**config.mk**
```make
export PLATFORM = sky130hd
export DESIGN_NAME = fetch_unit_flat
export DESIGN_NICKNAME = d
export VERILOG_FILES = /design/src/rtl/fetch_unit_pkg.sv /design/src/rtl/fetch_unit_if.sv /design/src/rtl/fetch_queue.sv /design/src/rtl/fetch_unit.sv /design/src/flat_wrapper.sv
export SDC_FILE = /design/constraint.sdc
export NUM_CORES = 1
export LEC_CHECK = 0
export BUFFER_PORTS_ARGS = -buffer_cell sky130_fd_sc_hd__buf_4
export CORE_UTILIZATION = 40
export CTS_CLUSTER_DIAMETER = 80
export DETAILED_ROUTE_END_ITERATION = 16
export GPL_TIMING_DRIVEN = 0
export PLACE_DENSITY_LB_ADDON = 0.08
export SYNTH_ARGS = -nofsm -noshare
export SYNTH_HDL_FRONTEND = slang
export SYNTH_SLANG_ARGS = --single-unit
```
**constraint.sdc**
```tcl
create_clock -name clock -period 2.63 [get_ports clock]
set_input_delay 0.263 -clock clock [delete_from_list [all_inputs] [get_ports clock]]
set_output_delay 0.263 -clock clock [all_outputs]
set_load 0.02 [all_outputs]
```
**src/rtl/fetch_unit_pkg.sv**
```systemverilog
// -----------------------------------------------------------------------------
// fetch_unit_pkg
// Shared parameters and helpers for the instruction fetch stage.
//   DEF_ADDR_SIZE   : default code address width
//   DEF_WORD_SIZE   : default instruction word width
//   DEF_QUEUE_DEPTH : default prefetch queue depth (power of two, >= 2)
//   count_width()   : bits needed to hold an occupancy of 0..depth inclusive
// -----------------------------------------------------------------------------
package fetch_unit_pkg;

    localparam int DEF_ADDR_SIZE   = 18;
    localparam int DEF_WORD_SIZE   = 18;
    localparam int DEF_QUEUE_DEPTH = 4;

    // Occupancy counter must represent "full" (== depth), hence the extra bit.
    function automatic int count_width(input int depth);
        return $clog2(depth) + 1;
    endfunction

endpackage

```
**src/rtl/fetch_unit_if.sv**
```systemverilog
// -----------------------------------------------------------------------------
// fetch_unit_if
// Bundles the code-memory read port, the core redirect port and the
// instruction hand-off handshake of the fetch stage.
//   mem_rd/mem_addr     : read strobe and address toward code memory
//   mem_data            : read data, valid the cycle after mem_rd
//   jump/jump_addr      : single-cycle redirect from the core
//   instr_valid/instr/instr_addr/instr_ready : instruction hand-off
// Modports:
//   master : the fetch unit side
//   slave  : the environment side (code memory + core)
// -----------------------------------------------------------------------------
interface fetch_unit_if
    import fetch_unit_pkg::*;
#(
    parameter int ADDR_SIZE = DEF_ADDR_SIZE,
    parameter int WORD_SIZE = DEF_WORD_SIZE
);
    logic                 mem_rd;
    logic [ADDR_SIZE-1:0] mem_addr;
    logic [WORD_SIZE-1:0] mem_data;
    logic                 jump;
    logic [ADDR_SIZE-1:0] jump_addr;
    logic                 instr_valid;
    logic [WORD_SIZE-1:0] instr;
    logic [ADDR_SIZE-1:0] instr_addr;
    logic                 instr_ready;

    modport master (
        output mem_rd, mem_addr, instr_valid, instr, instr_addr,
        input  mem_data, jump, jump_addr, instr_ready
    );

    modport slave (
        input  mem_rd, mem_addr, instr_valid, instr, instr_addr,
        output mem_data, jump, jump_addr, instr_ready
    );
endinterface

```
**src/rtl/fetch_queue.sv**
```systemverilog
// -----------------------------------------------------------------------------
// fetch_queue
// Small synchronous FIFO holding {word, addr} prefetch entries.
//   clock, reset : clock and synchronous active-high reset (empties the queue)
//   i_push/i_data: write an entry at the tail
//   i_pop        : remove the head (ignored when empty)
//   i_flush      : discard all entries; wins over a simultaneous push
//   o_data       : current head entry (don't-care when o_count == 0)
//   o_count      : number of stored entries, 0..DEPTH
// -----------------------------------------------------------------------------
module fetch_queue
    import fetch_unit_pkg::*;
#(
    parameter int WIDTH = 36,
    parameter int DEPTH = DEF_QUEUE_DEPTH,
    parameter int CW    = count_width(DEPTH)
) (
    input  logic             clock,
    input  logic             reset,
    input  logic             i_push,
    input  logic             i_pop,
    input  logic             i_flush,
    input  logic [WIDTH-1:0] i_data,
    output logic [WIDTH-1:0] o_data,
    output logic [CW-1:0]    o_count
);
    localparam int PW = (DEPTH > 1) ? $clog2(DEPTH) : 1;

    logic [WIDTH-1:0] r_mem [DEPTH];
    logic [PW-1:0]    r_head;
    logic [PW-1:0]    r_tail;
    logic [CW-1:0]    r_count;

    logic w_do_pop;
    logic w_do_write;

    assign w_do_pop   = i_pop && (r_count != '0);
    assign w_do_write = i_push && !i_flush && !reset;

    // Storage has no reset so it can map onto distributed RAM.
    always_ff @(posedge clock) begin
        if (w_do_write) begin
            r_mem[r_tail] <= i_data;
        end
    end

    // Pointers wrap naturally because DEPTH is a power of two.
    always_ff @(posedge clock) begin
        if (reset || i_flush) begin
            r_head  <= '0;
            r_tail  <= '0;
            r_count <= '0;
        end else begin
            // The upstream credit check must make a push into a full queue impossible.
            assert (!(i_push && (r_count == CW'(DEPTH))));
            if (i_push) begin
                r_tail <= r_tail + PW'(1);
            end
            if (w_do_pop) begin
                r_head <= r_head + PW'(1);
            end
            case ({i_push, w_do_pop})
                2'b10:   r_count <= r_count + CW'(1);
                2'b01:   r_count <= r_count - CW'(1);
                default: r_count <= r_count;
            endcase
        end
    end

    assign o_data  = r_mem[r_head];
    assign o_count = r_count;

endmodule

```
**src/rtl/fetch_unit.sv**
```systemverilog
// -----------------------------------------------------------------------------
// fetch_unit
// Instruction fetch stage in front of the decode/execute core. Owns the fetch
// pointer, issues reads to 1-cycle-latency code memory, buffers returned
// words with their addresses in fetch_queue and hands them to the core.
//   clock : system clock
//   reset : synchronous, active-high; discards queue and any in-flight read
//   bus   : fetch_unit_if.master (memory read port, jump port, instr handshake)
// A jump flushes everything at the edge; no read is issued in the jump cycle.
// -----------------------------------------------------------------------------
module fetch_unit
    import fetch_unit_pkg::*;
#(
    parameter int ADDR_SIZE   = DEF_ADDR_SIZE,
    parameter int WORD_SIZE   = DEF_WORD_SIZE,
    parameter int QUEUE_DEPTH = DEF_QUEUE_DEPTH
) (
    input  logic          clock,
    input  logic          reset,
    fetch_unit_if.master  bus
);
    localparam int CW = count_width(QUEUE_DEPTH);
    localparam int QW = ADDR_SIZE + WORD_SIZE;

    logic [ADDR_SIZE-1:0] r_fetch_ip;
    logic                 r_inflight;
    logic [ADDR_SIZE-1:0] r_inflight_addr;

    logic [CW-1:0]        w_count;
    logic [CW:0]          w_pending;
    logic                 w_issue;
    logic                 w_push;
    logic                 w_pop;
    logic [QW-1:0]        w_head;

    // Credit: entries already queued plus the one possibly returning next
    // cycle must leave room, so a returning word always finds a free slot.
    assign w_pending = {1'b0, w_count} + {{CW{1'b0}}, r_inflight};
    assign w_issue   = !reset && !bus.jump && (w_pending < (CW+1)'(QUEUE_DEPTH));

    // Data returning in a jump cycle belongs to the abandoned stream.
    assign w_push = r_inflight && !bus.jump;
    assign w_pop  = bus.instr_valid && bus.instr_ready;

    always_ff @(posedge clock) begin
        if (reset) begin
            r_fetch_ip      <= '0;
            r_inflight      <= 1'b0;
            r_inflight_addr <= '0;
        end else if (bus.jump) begin
            r_fetch_ip <= bus.jump_addr;
            r_inflight <= 1'b0;
        end else begin
            r_inflight <= w_issue;
            if (w_issue) begin
                r_fetch_ip      <= r_fetch_ip + ADDR_SIZE'(1);
                r_inflight_addr <= r_fetch_ip;
            end
        end
    end

    fetch_queue #(
        .WIDTH (QW),
        .DEPTH (QUEUE_DEPTH),
        .CW    (CW)
    ) u_queue (
        .clock   (clock),
        .reset   (reset),
        .i_push  (w_push),
        .i_pop   (w_pop),
        .i_flush (bus.jump),
        .i_data  ({bus.mem_data, r_inflight_addr}),
        .o_data  (w_head),
        .o_count (w_count)
    );

    assign bus.mem_rd      = w_issue;
    assign bus.mem_addr    = r_fetch_ip;
    assign bus.instr_valid = (w_count != '0);
    assign bus.instr       = w_head[QW-1:ADDR_SIZE];
    assign bus.instr_addr  = w_head[ADDR_SIZE-1:0];

endmodule

```
**src/flat_wrapper.sv**
```systemverilog
// flat-port wrapper written by rule: the top's interface ports become plain ports
module fetch_unit_flat import fetch_unit_pkg::*;
#(
    parameter int ADDR_SIZE   = DEF_ADDR_SIZE,
    parameter int WORD_SIZE   = DEF_WORD_SIZE,
    parameter int QUEUE_DEPTH = DEF_QUEUE_DEPTH
)
  (clock, reset, bus_mem_rd, bus_mem_addr, bus_instr_valid, bus_instr, bus_instr_addr, bus_mem_data, bus_jump, bus_jump_addr, bus_instr_ready);
  fetch_unit_if #(.ADDR_SIZE(ADDR_SIZE), .WORD_SIZE(WORD_SIZE)) bus_i ();
  input  logic clock;
  input  logic reset;
  output wire logic [$bits(bus_i.mem_rd)-1:0] bus_mem_rd;
  output wire logic [$bits(bus_i.mem_addr)-1:0] bus_mem_addr;
  output wire logic [$bits(bus_i.instr_valid)-1:0] bus_instr_valid;
  output wire logic [$bits(bus_i.instr)-1:0] bus_instr;
  output wire logic [$bits(bus_i.instr_addr)-1:0] bus_instr_addr;
  input wire logic [$bits(bus_i.mem_data)-1:0] bus_mem_data;
  input wire logic [$bits(bus_i.jump)-1:0] bus_jump;
  input wire logic [$bits(bus_i.jump_addr)-1:0] bus_jump_addr;
  input wire logic [$bits(bus_i.instr_ready)-1:0] bus_instr_ready;
  assign bus_mem_rd = bus_i.mem_rd;
  assign bus_mem_addr = bus_i.mem_addr;
  assign bus_instr_valid = bus_i.instr_valid;
  assign bus_instr = bus_i.instr;
  assign bus_instr_addr = bus_i.instr_addr;
  assign bus_i.mem_data = bus_mem_data;
  assign bus_i.jump = bus_jump;
  assign bus_i.jump_addr = bus_jump_addr;
  assign bus_i.instr_ready = bus_instr_ready;
  fetch_unit #(.ADDR_SIZE(ADDR_SIZE), .WORD_SIZE(WORD_SIZE), .QUEUE_DEPTH(QUEUE_DEPTH)) u_core (.clock(clock), .reset(reset), .bus(bus_i));
endmodule
```
---- After elaboration in Yosys (flattened, before gate mapping) ----
Memories as Yosys holds them, arrays and structs flattened. A register that Yosys moved wholly into a read port is not among the register bits.
Cells that the tools add are included.
W data, S select, Z words.
storage, ports and cells
  register bits after elaboration ......... 44
  RAM bits ................................ 144
  bits of input ports ..................... 40
  output and inout port bits .............. 56
  word-level logic and storage cells ...... 39
  memories kept ........................... 1
memory list
  memory                words  width  rd ports  clocked after memory_dff  write ports  line               text
  u_core.u_queue.r_mem  4      36     1         1                         1            fetch_queue.sv:29  logic [WIDTH-1:0] r_mem [DEPTH];
operators by class
  $add $sub $neg .......................... 6
  $lt $le $gt $ge ......................... 1
  equality and inequality tests ........... 2
  multiplexer cells ....................... 7
  bitwise logic cells ..................... 1
  reductions and logical operators ........ 15
operators by type and width
  operator                 count
  $mux W18                 2
  $add A18 B1 Y18 const B  1
  $logic_and A1 B1 Y1      7
  $pmux W3 S2              1
  $add A2 B1 Y2 const B    2
  $add A3 B1 Y4            1
  $lt A4 B3 Y1 const B     1
  $mux W2                  2
  $reduce_bool A2 Y1       2
  $add A3 B1 Y3 const B    1
  $reduce_bool A3 Y1       1
  $sub A3 B1 Y3 const B    1
  $eq A2 B1 Y1 const B     1
  $eq A2 B2 Y1 const B     1
  $logic_not A1 Y1         2
  $mux W1                  2
  $reduce_and A2 Y1        1
  $reduce_or A2 Y1         1
  $logic_or A1 B1 Y1       1
  $not A1 Y1               1

---- Longest topological paths before layout ----
Gate-level depths: netlist of the first run.
  depth in word-level cells ............... 6
  gate-level depth with buffers ........... 10
  gate-level depth less buffers ........... 8

---- Modules after synthesis ----
Synthesis of the first run repeated with hierarchy kept, for this count alone.
second synthesis, totals
  cells, all modules ...................... 443
  area total of the unflattened synthesis .. 7385.8 um^2
modules (own cells, without submodules)
  module       times used  cells each  area an instance (um^2)  sequential area each (um^2)
  fetch_queue  1           236         5695.5                   4504.3
  fetch_unit   1           207         1690.4                   740.7

---- Least setup slack after synthesis of the first run ----
Ideal clock, no wire load.
  kind .................................... input to register
  start ................................... input port bus_jump
  end ..................................... register u_core.u_queue.r_count[2], in the netlist u_core.u_queue.o_count[2]
  library setup time ...................... 71 ps
  arrival ................................. 2001 ps
  required time ........................... 2559 ps
  path slack .............................. 558 ps
  cell stages on the path ................. 10
  path buffers ............................ 2
  cells stage by stage .................... clkbuf_1 inv_1 clkbuf_1 nand2_1 ha_1 inv_1 fa_1 xor2_1 or3_1 a21oi_1
on the way
  cells in the longest elaborated chain, start to end .. 4
  elaborated cells between the ends (all ways) .. 7
  those cells by class .................... 2 x eq/ne; 1 x mux; 4 x reduce/logical
RTL lines
  what                                               line                text
  start, declared                                    flat_wrapper.sv:18  input wire logic [$bits(bus_i.jump)-1:0] bus_jump;
  $logic_not A1 Y1                                   fetch_unit.sv:42    assign w_push = r_inflight && !bus.jump;
  $logic_and A1 B1 Y1                                fetch_unit.sv:42
  $eq A2 B1 Y1 or $eq A2 B2 Y1 (tied branches)       fetch_queue.sv:62   case ({i_push, w_do_pop})
  $pmux W3 S2 or $reduce_bool A2 Y1 (tied branches)  --
  end signal, assigned                               fetch_queue.sv:63   2'b10: r_count <= r_count + CW'(1);
  end signal, assigned                               fetch_queue.sv:64   2'b01: r_count <= r_count - CW'(1);
  end signal, assigned                               fetch_queue.sv:65   default: r_count <= r_count;
  end, declared                                      fetch_queue.sv:32   logic [CW-1:0] r_count;
Parallel ways exist; a longest one is shown, timed or not.
A chain may end at the register's enable or synchronous reset.

==> results.md, run 1 <==
- The worst-case clock buffer depth is 2.
- The total overflow reported by the global router is 0.
- Counting every instance in the synthesized netlist gives 450.
- The global placement routability congestion is ~0.87.
- The count of standard-cell rows is between 40 and 50.
- The met1 demand-to-capacity share in global routing is 22.1%.
- The number of iterations in the first detailed-routing pass is 4.
- The share of synthesized area occupied by flip-flops and latches is 71.6%.
- The worst hold path terminates at u_core.u_queue.r_mem[0][27].
- The number of global-route vias before repair came to 4,452.
- Yosys attributes the largest share of cell area to edfxtp_1 59%, dfxtp_1 13%, mux4_2 11%.
- The H-tree was split into 4 levels.
- The initial antenna violation count is 0.
- The total of fill cells in the finished design is 1,567.
- The via count is about 4,300.
- The maximum clock rate is roughly 0.40 GHz.
- The transition time at the pin with the least slew margin is between 0.7 and 0.8 ns.
- The global-route usage over all layers is ~17%.
- The repair_antennas step left the layout with diodes totalling 0.
- The most frequent cell after synthesis is edfxtp_1.
- The layer flagged by global routing as most heavily used is met2.
- The biggest area consumer among synthesized cells is edfxtp_1.
- The final count of negative-setup-slack endpoints is 0.
- The number of flops mapped to enable cells by yosys is between 100 and 150.
- The number of cell instances on the worst register-to-register path is 7.
- The worst setup path is of the flip-flop to output port kind.
- The initial core utilization is between 40% and 50%.
- The worst hold-check path type is primary input to flip-flop.
- Yosys printed 0 warnings.
- The final-layout setup total negative slack is 0 ns.
- The analysis attributes to cell leakage a power of 0.00313 uW.
- Clock tree synthesis selected as its root buffer the cell clkbuf_16.
- The number of buffers created by CTS is 17.
- The number of input and output port buffers inserted is 94.
- The leading register cell type out of synthesis is edfxtp_1.
- The met3 track demand over resource is 3.83%.
- The floorplan step set the die height to 137 um.
- The met2 global-route usage is 28.2%.
- The worst hold-check slack is ~0.035 ns.
- The distinct cell type count of the synthesized netlist is 43.
- The CTS tree is built.
- The count of pins on the block boundary is 96.
- Setup repair after global routing left no endpoint under its margin.
- For the worst-skew pair, the clock arrives at the later sink with an insertion delay of ~0.42 ns.
- The routed wire length is 15.0 mm.
- The detail route stage leaves a number of antenna-violating nets equal to 0.
- The core outline area is 0.0180 mm2.
- The instance count along the most critical hold path is 1.
- IR analysis of the VDD net gives a maximum drop of between 0.0004 and 0.0005 V.
- The share of the clock period used by the worst path is 96.2%.
- The wire length per cell is between 15 and 20 um.
- In the final design database the tool counted ~610 nets.
- Headroom to the max-slew limit came out at around 53%.
- In this run the critical register-to-register path is captured at u_core.bus.mem_addr[5].
- The first global-routing pass estimated 23.7 mm of wire.
- Summed over its instances, the top area cell type makes up about 59% of the synthesized netlist area.
- The die covers about 0.019 mm2.
- The tool flagged a number of max-cap violations equal to 0.
- Clock-pin slew was measured on the worst setup and hold paths at about 0.07 ns.
- The synthesis-to-finish area growth is 23.0%.
- The total number of clock tree sinks is 190.
- For flop-to-flop paths, the worst setup slack is 0.51 ns.
- By count the netlist is led by 144 x edfxtp_1, 50 x nand2_1, 46 x dfxtp_1.
- The number of DRC markers in iteration 0 is 126.
- The total count of max-transition violations in the final report is 0.
- Of all nets on the critical path, the largest fanout is 10.
- Buffers added to address setup during post-CTS repair amount to 0.
- The share of cells above drive strength 1 is 31.7%.
- Counting I/O delays and the setup requirement, the final critical path takes ~2.5 ns.
- The count of final hold-check violations came to 0.
- Once detailed placement completed, the half-perimeter wirelength came to roughly 10 mm.
- The largest net degree at the start of global routing is 31.
- The number of nets handed over by synthesis was ~500.
- After synthesis the cells add up to approximately 0.0073 mm2.
- For this run, asynchronously set or reset flops after synthesis account for 0%.
- The worst register-to-register path begins at u_core.r_inflight.
- The power density over cell area is 683 mW/mm2.
- The hold path startpoint is bus_mem_data[9].
- The required time of the critical path is approximately 2.4 ns.
- In this run the horizontal extent of the chip is between 100 and 150 um.
- The critical path arrival is 2.27 ns.
- The worst setup path is launched from a flip-flop.
- The synthesized design contains 190 register bits.
- The routed via count divided by cell count is about 5.3.
- For the final database, setup skew stands at between 0.007 and 0.008 ns.
- The run finished with clean final reports.
- The average size of a mapped cell is 16.3 um2.
- The worst setup path is captured at an output port.
- Measured on the finished design, the core utilization comes to between 50% and 60%.
- The number of DRC violations after detailed routing is 0.
## critical path, cell delays in order, from the launching register on
cell and delay (ns):
dfxtp_1 0.31, buf_1 0.53, clkbuf_2 0.44, mux4_2 0.38, buf_4 0.18
## logic make-up after synthesis
kind of cell	synth area share [%]
compound gates	4.73
mux	11.5
xor+xnor	1.31
buf+inv	2.05
flops	71.6
simple gates	7.53
fa+ha+maj	1.30
## through the flow
| stage | worst slack, ns | instance area, um2 | total power (uW) | instances |
|---|---|---|---|---|
| 5_1_grt | 0.0147 | 9010 | 6360 | 807 |
| 3_3_place_gp | -0.355 | 8320 | 3640 | 773 |
| 6_report | 0.101 | 9010 | 6150 | 807 |
| 4_1_cts | 0.0237 | 9010 | 6200 | 808 |
| 3_5_place_dp | 0.0799 | 8400 | 3640 | 777 |
| 2_1_floorplan | 0.558 | 7330 | 3490 | 450 |
## metal layers
| layer | up-vias | wire length, um |
|---|---|---|
| li1 | 1990 | - |
| met1 | 2140 | 6810 |
| met2 | 131 | 7270 |
| met3 | 16 | 745 |
| met4 | 0 | 192 |
| met5 | - | 0 |
## cell type report
type / count / area (um2) / share of cell area, %
Clock buffer: 18 / 429 / 4.76
Inverter: 12 / 45.0 / 0.500
Multi-Input combinational cell: 223 / 1950 / 21.7
Tap cell: 229 / 287 / 3.18
Clock inverter: 14 / 165 / 1.83
Timing Repair Buffer: 98 / 786 / 8.72
Sequential cell: 190 / 5250 / 58.2
Buffer: 23 / 101 / 1.12
## state kept, by name, indices dropped and copies added (netlist names), named ones only
| name | cells |
|---|---|
| u_core.u_queue.r_head | 2 |
| u_core.bus.mem_addr | 18 |
| u_core.r_inflight_addr | 18 |
| u_core.r_inflight | 1 |
| u_core.u_queue.r_tail | 2 |
| u_core.u_queue.r_mem | 144 |
| u_core.u_queue.o_count | 3 |
## worst max-delay path by stage
| stage | start | cells after the start | slack, ns | endpoint |
|---|---|---|---|---|
| after floorplan | bus_jump | 10 | 0.56 | u_core.u_queue.o_count[2] |
| after global placement | bus_jump | 3 | -0.35 | u_core.u_queue.r_mem[0][20] |
| after detailed placement | bus_jump | 10 | 0.08 | u_core.u_queue.o_count[2] |
| after CTS | u_core.r_inflight | 6 | 0.02 | bus_mem_rd |
| after global routing | flip-flop | 4 | 0.01 | bus_instr_addr[6] |
| final | flip-flop | 4 | 0.10 | bus_instr_addr[15] |
## cell usage in the layout (no fill, tap or decap), types with 3 or more instances in the layout
cell type / Yosys / final
dfxtp_1: 46 / 45
bufinv_16: 0 / 3
a311oi_1: 4 / 4
buf_12: 0 / 4
ha_1: 6 / 6
nor4_1: 8 / 8
nor2_1: 16 / 16
clkbuf_1: 20 / 16
inv_1: 12 / 12
clkbuf_16: 0 / 17
nand2_1: 50 / 50
nand3_1: 6 / 6
o31ai_1: 3 / 3
and3_2: 0 / 4
buf_2: 3 / 3
xor2_1: 4 / 4
xnor2_1: 7 / 7
or3_1: 3 / 3
inv_6: 0 / 3
buf_4: 0 / 94
a21oi_1: 27 / 27
mux4_2: 36 / 36
or4_1: 4 / 4
clkinv_2: 0 / 4
nor3_1: 3 / 3
nand4_1: 5 / 5
edfxtp_1: 144 / 144
clkbuf_2: 0 / 3
and3_1: 8 / 4
a211oi_1: 4 / 4
o21ai_0: 3 / 3
## what timing repair did
| action | in CTS | in global routing |
|---|---|---|
| endpoints found under the setup margin | 31 | 1 |
| pin swaps | 0 | 0 |
| endpoints found under the hold margin | 0 | 0 |
| hold buffers | 0 | 0 |
| resized for setup | 5 | 1 |
## power breakdown
group | internal [uW] | switching (uW) | total (uW)
clock network | 1500 | 1080 | 2570
registers | 3250 | 53.7 | 3310
logic | 122 | 151 | 273
Power figures use the tool's default switching activity.
==> run 2, diff against run 1 <==
- GPL_TIMING_DRIVEN: 0 -> unset
==> results.md, run 2 (same netlist as run 1, synthesis figures left out) <==
- The number of DRC violations after detailed routing is 0.
- The finished cells cover between 0.008 and 0.009 mm2.
- The worst slew margin relative to its limit is 62.5%.
- The instance count along the most critical hold path is 1.
- Final hold analysis gives a worst-case slack of around 0.044 ns.
- Setup repair after global routing left no endpoint under its margin.
- For the pin with the worst max-slew slack, the measured transition is 0.563 ns.
- The first detailed-routing pass ran for 4 iterations.
- In this run the standard cell core region covers 0.0180 mm2.
- The required time of the critical path is approximately 2.4 ns.
- The first-pass GRT wire length is ~23 mm.
- The minimum setup slack in the final design is about 0.35 ns.
- After the first detailed-routing iteration, the DRC count stood at 167.
- The via count is approximately 4,200.
- The final count of negative-setup-slack endpoints is 0.
- The worst setup path is launched from a flip-flop.
- The worst-case clock buffer depth is 2.
- The wire length per cell is approximately 18 um.
- The final-stage net count is around 600.
- The tool flagged a number of max-cap violations equal to 0.
- The design draws between 6000 and 7000 uW.
- Global routing finished with a remaining overflow of 0.
- The die is between 100 and 150 um tall.
- The final-layout setup total negative slack is 0 ns.
- The power density over cell area is 686 mW/mm2.
- The clock latency on the worst-skew pair is ~0.42 ns.
- The total count of max-transition violations in the final report is 0.
- The count of standard-cell rows is around 50.
- Timing analysis after detailed placement gives a worst setup slack of 0.640 ns.
- Counting I/O delays and the setup requirement, the final critical path takes roughly 2.3 ns.
- between 90 and 100 I/O pins were placed.
- The library cells used most frequently in the layout, excluding fill and tap cells, are 144 x edfxtp_1, 99 x buf_4, 50 x nand2_1, 44 x dfxtp_1, 36 x mux4_2.
- In this run the worst hold path is classified as primary input to flip-flop.
- At the end of routability-driven placement, the weighted congestion stood at about 0.8.
- Entering global routing, the biggest net connects 41 pins.
- The critical path arrival is about 2 ns.
- Along the worst path, the maximum fanout reaches 9.
- The flow ran to the end, and the final reports show no timing, DRC or antenna violations.
- The number of H-tree levels is 4.
- The register name with the most flops is u_core.u_queue.r_mem.
- The number of setup buffers added after CTS is 0.
- The library cell used most frequently in the layout, excluding fill and tap cells, is edfxtp_1.
- The clock arrives with roughly 0.011 ns of skew.
- The placed instances occupy a cell area of ~0.0084 mm2.
- The number of buffers created by CTS is 17.
- From left edge to right edge, the die measures ~140 um.
- The number of diodes added for antenna fixing is 0.
- The total leakage power is 0.00310 uW.
- The initial antenna violation count is 0.
- TritonCTS built the clock tree.
- The initial core utilization is between 40% and 50%.
- The kind of end point of the critical path is an output port.
- The share of cells above drive strength 1 is about 33%.
- The global-route usage over all layers is 16.5%.
- The number of input and output port buffers inserted is 95.
- The CTS clock-pin slew for the worst setup and hold paths is around 0.07 ns.
- Measured in cells, the most critical reg-to-reg path has a length of 4.
- The type of the worst setup path is flip-flop to output port.
- The total number of clock tree sinks is 190.
- Across the VDD grid, the largest voltage drop is around 0.00043 V.
- The number of global-route vias before repair is around 4,300.
- The remaining antenna violation count is 0.
- The number of gates given a new drive strength after cts is 0.
- Based on the critical path, the design can be clocked at up to ~0.44 GHz.
- The die footprint is approximately 0.019 mm2.
- The root buffer cell chosen for the clock tree is clkbuf_16.
- Compared with the post-synthesis result, the final layout area differs by 22.5%.
- The register with the most flip-flops in the layout has between 100 and 150 of them.
- The count of hold-fix buffers inserted at cts is 0.
- For this block, the routed nets add up to 14.5 mm of wire.
- The share of the clock period used by the worst path is 86.6%.
- The routed via count divided by cell count is between 5 and 6.
- The count of final hold-check violations came to 0.
- Once detailed placement completed, the half-perimeter wirelength came to 8.91 mm.
==> run 2: changes by cell type in the layout (fill, tap and decap cells not counted), sizes merged <==
cell      delta
clkbuf      -17
clkinv       -4
clkinvlp     +3
buf          +2
==> run 2: critical path: stages, from the launching register on <==
cell and delay [ns]:
dfxtp_1 0.39, a31oi_1 0.44, nand2_1 0.22, inv_1 0.33
buf_4 0.22
==> run 2: cell type report <==
| class | count | area (um2) |
|---|---|---|
| clock inverter | 13 | 165 |
| multi-input combinational | 223 | 1940 |
| inverter | 12 | 45.0 |
| sequential | 190 | 5250 |
| timing repair buffer | 105 | 863 |
| fill | 1548 | 8990 |
| tap | 229 | 287 |
| clock buffer | 19 | 433 |
==> run 2: layer usage <==
layer / global-route usage (%) / routed length [um]
met5: 0 / 0
met3: 4.45 / 664
met2: 26.4 / 7000
met1: 21.7 / 6690
met4: 5.74 / 183
==> run 2: final timing paths <==
| kind | slack [ns] | endpoint | from |
|---|---|---|---|
| max | 0.35 | bus_mem_rd | u_core.r_inflight |
| max reg2reg | 0.64 | u_core.bus.mem_addr[17] | u_core.bus.mem_addr[2] |
| min reg2reg | 0.50 | u_core.r_inflight_addr[0] | u_core.r_inflight_addr[0] |
| min | 0.04 | u_core.u_queue.r_mem[2][18] | bus_mem_data[0] |
==> run 2: through the flow <==
step / std cells / utilization [%]
floorplan: 450 / -
global placement: 759 / 46.6
detailed placement: 759 / 46.6
CTS: 791 / 50.0
global route: 791 / 50.0
finish: 791 / 50.0
==> run 2: report_power, final <==
group,switching (uW),internal (uW)
Clock,1080,1500
Sequential,53.4,3250
Combinational,149,126
Total,1280,4880
